==> src/rtl/jtag_pkg.sv <==
// Shared types and constants for the USER4 JTAG session controller.
// Pure declarations, no logic.
package jtag_pkg;

    typedef enum logic [1:0] {
        IDLE   = 2'd0,
        UPLOAD = 2'd1,
        BUSY   = 2'd2,
        DONE   = 2'd3
    } state_t;

    localparam int DEF_RESULT_WIDTH = 128;

    // 7-series USER4 instruction opcode
    localparam logic [5:0] IR_USER4 = 6'h23;

endpackage

==> src/rtl/jtag_byte_deser.sv <==
// Upload deserializer: drops leading skip bits, assembles LSB-first bytes.
// byte_valid one tck after the 8th data bit; no backpressure (one byte per 8 tck).
module jtag_byte_deser #(
    parameter int SKIP_BITS = 1
) (
    input  logic       tck,
    input  logic       rst,
    input  logic       start,
    input  logic       shift_en,
    input  logic       finish,
    input  logic       tdi,
    output logic       byte_done,
    output logic       byte_valid,
    output logic [7:0] byte_data,
    output logic       framing_error
);

    localparam int SKW = (SKIP_BITS < 1) ? 1 : $clog2(SKIP_BITS + 1);

    logic [SKW-1:0] skip_q, skip_d;
    logic [2:0]     bit_q, bit_d;
    logic [7:0]     asm_q, asm_d;
    logic [7:0]     data_q, data_d;
    logic           valid_q, valid_d;
    logic           ferr_q, ferr_d;

    always_comb begin
        skip_d    = skip_q;
        bit_d     = bit_q;
        asm_d     = asm_q;
        data_d    = data_q;
        ferr_d    = ferr_q;
        byte_done = 1'b0;

        if (start) begin
            skip_d = SKW'(SKIP_BITS);
            bit_d  = 3'd0;
            asm_d  = 8'd0;
        end else if (shift_en) begin
            if (skip_q != '0) begin
                skip_d = skip_q - SKW'(1);
            end else begin
                asm_d = {tdi, asm_q[7:1]};
                bit_d = bit_q + 3'd1;
                if (bit_q == 3'd7) begin
                    byte_done = 1'b1;
                    data_d    = {tdi, asm_q[7:1]};
                end
            end
        end

        // End of scan: a partial byte is a framing fault and is discarded
        if (finish) begin
            if (bit_q != 3'd0) begin
                ferr_d = 1'b1;
            end
            bit_d = 3'd0;
            asm_d = 8'd0;
        end

        valid_d = byte_done;
    end

    always_ff @(posedge tck or posedge rst) begin
        if (rst) begin
            skip_q  <= '0;
            bit_q   <= 3'd0;
            asm_q   <= 8'd0;
            data_q  <= 8'd0;
            valid_q <= 1'b0;
            ferr_q  <= 1'b0;
        end else begin
            skip_q  <= skip_d;
            bit_q   <= bit_d;
            asm_q   <= asm_d;
            data_q  <= data_d;
            valid_q <= valid_d;
            ferr_q  <= ferr_d;
        end
    end

    assign byte_valid    = valid_q;
    assign byte_data     = data_q;
    assign framing_error = ferr_q;

endmodule

==> src/rtl/jtag_session_ctrl.sv <==
// Session sequencer over USER4: upload bytes to the solver, wait, then read the result back.
// Byte and end_of_file pulses lag their TAP edge by one tck; the solver cannot stall the host.
module jtag_session_ctrl
    import jtag_pkg::*;
#(
    parameter int RESULT_WIDTH = DEF_RESULT_WIDTH,
    parameter int SKIP_BITS    = 1,
    parameter int COUNT_WIDTH  = 21
) (
    input  logic                    tck,
    input  logic                    test_logic_reset,
    input  logic                    ir_is_user,
    input  logic                    capture_dr,
    input  logic                    shift_dr,
    input  logic                    update_dr,
    input  logic                    tdi,
    output logic                    tdo,
    output logic                    byte_valid,
    output logic [7:0]              byte_data,
    output logic                    end_of_file,
    input  logic                    result_valid,
    input  logic [RESULT_WIDTH-1:0] result,
    output logic [COUNT_WIDTH-1:0]  byte_count,
    output logic                    framing_error
);

    state_t                  state_q, state_d;
    logic [RESULT_WIDTH-1:0] sr_q, sr_d;
    logic [COUNT_WIDTH-1:0]  count_q, count_d;
    logic                    eof_q, eof_d;
    logic                    des_start, des_shift, des_finish, byte_done;

    logic cap, shf, upd;
    assign cap = ir_is_user & capture_dr;
    assign shf = ir_is_user & shift_dr & ~capture_dr;
    assign upd = ir_is_user & update_dr;

    always_comb begin
        state_d    = state_q;
        sr_d       = sr_q;
        count_d    = count_q;
        eof_d      = 1'b0;
        des_start  = 1'b0;
        des_shift  = 1'b0;
        des_finish = 1'b0;

        if (byte_done && (count_q != '1)) begin
            count_d = count_q + COUNT_WIDTH'(1);
        end

        case (state_q)
            IDLE: begin
                if (cap) begin
                    des_start = 1'b1;
                    state_d   = UPLOAD;
                end
            end
            UPLOAD: begin
                des_shift = shf;
                if (upd) begin
                    des_finish = 1'b1;
                    eof_d      = 1'b1;
                    state_d    = BUSY;
                end
            end
            BUSY: begin
                // Host sees zeros until the solver finishes and keeps polling
                if (cap) begin
                    sr_d = '0;
                end else if (shf) begin
                    sr_d = {1'b0, sr_q[RESULT_WIDTH-1:1]};
                end
                if (result_valid) begin
                    state_d = DONE;
                end
            end
            DONE: begin
                if (cap) begin
                    sr_d = result;
                end else if (shf) begin
                    sr_d = {tdi, sr_q[RESULT_WIDTH-1:1]};
                end
            end
            default: state_d = IDLE;
        endcase
    end

    always_ff @(posedge tck or posedge test_logic_reset) begin
        if (test_logic_reset) begin
            state_q <= IDLE;
            sr_q    <= '0;
            count_q <= '0;
            eof_q   <= 1'b0;
        end else begin
            state_q <= state_d;
            sr_q    <= sr_d;
            count_q <= count_d;
            eof_q   <= eof_d;
        end
    end

    jtag_byte_deser #(
        .SKIP_BITS(SKIP_BITS)
    ) u_deser (
        .tck          (tck),
        .rst          (test_logic_reset),
        .start        (des_start),
        .shift_en     (des_shift),
        .finish       (des_finish),
        .tdi          (tdi),
        .byte_done    (byte_done),
        .byte_valid   (byte_valid),
        .byte_data    (byte_data),
        .framing_error(framing_error)
    );

    assign tdo         = sr_q[0];
    assign end_of_file = eof_q;
    assign byte_count  = count_q;

endmodule

==> config.mk <==
export PLATFORM = sky130hd
export DESIGN_NAME = jtag_session_ctrl
export DESIGN_NICKNAME = d
export VERILOG_FILES = /design/src/rtl/jtag_pkg.sv /design/src/rtl/jtag_byte_deser.sv /design/src/rtl/jtag_session_ctrl.sv
export SDC_FILE = /design/constraint.sdc
export NUM_CORES = 1
export LEC_CHECK = 0
export BUFFER_PORTS_ARGS = -buffer_cell sky130_fd_sc_hd__buf_2
export CORE_MARGIN = 4
export CORE_UTILIZATION = 47
export CTS_CLUSTER_SIZE = 20
export DETAILED_ROUTE_END_ITERATION = 16
export PLACE_DENSITY_LB_ADDON = 0.05
export RECOVER_POWER = 50
export SYNTH_ARGS = -nofsm -noshare
export SYNTH_HDL_FRONTEND = slang
export SYNTH_SLANG_ARGS = --single-unit
export TNS_END_PERCENT = 20
==> constraint.sdc <==
create_clock -name tck -period 9.8 [get_ports tck]
set_input_delay 1.96 -clock tck [delete_from_list [all_inputs] [get_ports tck]]
set_output_delay 1.96 -clock tck [all_outputs]
set_load 0.03 [all_outputs]
==> reports/metrics.csv <==
metric,value,unit
routed vias/inst,5.331,
final wirelength,19230,microns
Antenna Nets Post-Route,0,
sequential area share after synthesis,52.09,%
Syn Nets,1056,
final cycle utilization of the critical path,52.39,%
GR Util met1,28.32,%
skew final,8.993,ps
clock latency on the worst-skew pair,420,ps
most frequent cells in the layout,"173 x dfrtp_1, 152 x nand2_1, 142 x a21oi_1",
Clock transition at path regs,60,ps
Ant. Diodes,0,
number of buffers added for setup after CTS,0,
Mean Syn Cell Area,9.122,sq um
critical path required time,10210,ps
power density cells,234.5,mW/mm^2
Die Area,0.01987,sq mm
layout cells sized above 1,18.30,%
vias,6733,
width of the die,141.0,microns
CTS Sinks,173,
design area,0.009688,sq mm
R2R setup slack,7440,ps
Crit Path Class,in -> async,
most frequently used flop master after synthesis,dfrtp_1,
Setup crit end kind,async pin,
CP max stage delay,2330,ps
Nets,1170,
Hold Crit Depth,1,
gr usage total,19.24,%
DRT iter0 DRCs,432,
CTS buffer count,17,
Final Hold Viols,0,
setup_tns,0,ps
Slew headroom,-179.8,%
Synth Warn #,0,
f_max,0.1948,GHz
first-pass GRT wire length,31600,microns
Net Sw Frac,32.31,%
First-pass DRT Iterations,5,
violated checks,"max-capacitance violations, max-slew violations",
Final Critical Period,5134,ps
asr flop ratio synth,100.0,%
register bit total from synthesis,173,
total placed instance area,0.009165,sq mm
status,finished with violations,
Root Driver,clkbuf_16,
RePlAce Congestion,0.7385,
final setup fails,0,
Worst Hold Path EP,u_deser.framing_error,
initial antenna violation count,0,
# H-tree levels,4,
"most common cell after layout, fill and taps aside",dfrtp_1,
Clk network pwr share,31.7,%
Initial Util,48.05,%
Worst Tran Pin Value,4175,ps
gr busiest metal,met2,
Sw Pwr,734.0,uW
hpwl dp,11880,microns
Top Ports,169,
total power,2271,uW
combinational share of power,23.5,%
Max IR drop VDD,0.1841,mV
CTS max path bufs,2,
sequential power share,44.9,%
CTS tree,yes,
met3 usage,3.494,%
RSZ-0062 raised after global routing,false,
Post-synth EDFFs,0,
Hold Crit Class,reg -> reg,
reg2reg start,state_q[1],
DR WL/cell,15.22,microns
synthesized instance count,911,
Worst Reg-to-Reg Cells,6,
CP max FO,96,
kind of cell adding the most delay to the critical path,buffers and inverters,
post-CTS sizing,0,
max cap viols,1,
Leak,0.004909,uW
port buffer count,168,
number of global-route vias before repair,6311,
# hold bufs at CTS,0,
reg2reg end,byte_count[1],
internal power,1537,uW
GR Layer Usage met2,29.51,%
Placeable Area,0.01730,sq mm
count of different cell masters after synthesis,42,
crit-path cells,buf_2 -> clkinvlp_2 -> buf_4,
# rows,48,
"Buf+Inv Stages, Crit Path",3,
"Slew Viols, Final",97,
Layout area overhead,16.58,%
DRC,0,
startpoint types,input pin,
grt total ovfl,0,
WP data arrival,5540,ps
Crit-path slowest cell,clkinvlp_2,
largest net degree at the start of global routing,257,
min-delay src,u_deser.framing_error,
synthesized cell area,0.008310,sq mm
die height,141.0,microns
==> stage by stage <==
stage,std cells,util (%),setup slack [ps],hold slack (ps)
global placement,1231,52.99,5674,450.3
floorplan,911,-,3152,450.0
global route,1263,56.01,3870,487.4
finish,1263,56.01,4666,475.1
CTS,1263,56.63,6097,472.8
detailed placement,1231,52.99,5632,458.2
==> cell type report <==
| type | count | area, sq um |
|---|---|---|
| Clock buffer | 18 | 439.2 |
| Clock inverter | 14 | 191.4 |
| Fill cell | 1635 | 7609 |
| Inverter | 10 | 38.79 |
| Multi-Input combinational cell | 650 | 3560 |
| Sequential cell | 173 | 4329 |
| Tap cell | 225 | 281.5 |
| Timing Repair Buffer | 173 | 848.3 |
==> cell usage after synthesis (all sizes together) (2+ instances only) <==
master	instances	share of area, %
ha	9	1.4
o21ai	129	7.8
dfrtp	173	52
xnor2	4	0.42
nand2b	2	0.15
mux2	10	1.4
clkbuf	54	2.4
and3	131	9.9
xor2	15	1.6
nand4	8	0.78
nand3	10	0.60
a31oi	3	0.23
a2111oi	4	0.72
nor2	3	0.14
and4	4	0.48
nand2	152	6.9
a211oi	5	0.51
buf	24	1.8
nor3	6	0.48
inv	10	0.45
a21oi	142	8.6
==> worst max-delay path by stage <==
stage	start	end	depth (start not counted)	slack (ps)
floorplan	test_logic_reset	byte_count[0]	1	3150
global placement	capture_dr	sr_q[5]	6	5670
detailed placement	capture_dr	sr_q[105]	6	5630
CTS	capture_dr	sr_q[11]	6	6100
global route	test_logic_reset	sr_q[116]	3	3870
finish	test_logic_reset	byte_count[10]	3	4670
==> metal layers <==
metal	wire, microns	share of wire (%)
met1	9220	48
met2	8899	46
met3	916	4.8
met4	192	1.0
met5	0	0
==> state kept, by name, summed over array words and instances (netlist names) <==
name and flops:
byte_count 21, end_of_file 1, sr_q 128, state_q 2
u_deser.asm_q 7, u_deser.bit_q 3, u_deser.byte_data 8, u_deser.byte_valid 1
u_deser.framing_error 1, u_deser.skip_q 1
==> kinds of logic (layout without fill, tap and decap cells) <==
logic type | Yosys count | count (layout) | synth area share, %
mux | 10 | 10 | 1.355
buf+inv | 88 | 215 | 4.682
fa+ha+maj | 9 | 9 | 1.355
flops | 173 | 173 | 52.09
xor+xnor | 19 | 19 | 2.002
compound gates | 289 | 289 | 18.46
simple gates | 323 | 323 | 20.05
==> power by group through the flow <==
stage	clock network [uW]	logic (uW)	registers, uW
after floorplan	0	429	1010
after global placement	0	529	1030
after detailed placement	0	548	1030
after CTS	736	545	1020
after global routing	772	627	1040
final	719	533	1020
==> worst register-to-register path: stages, from the launching register on <==
cell and delay (ps):
dfrtp_1 420, inv_1 90, ha_1 250, and3_1 330, nand2_1 370, a21oi_1 410
mux2_2 370
Note: power is estimated with default switching activity, not from simulation.
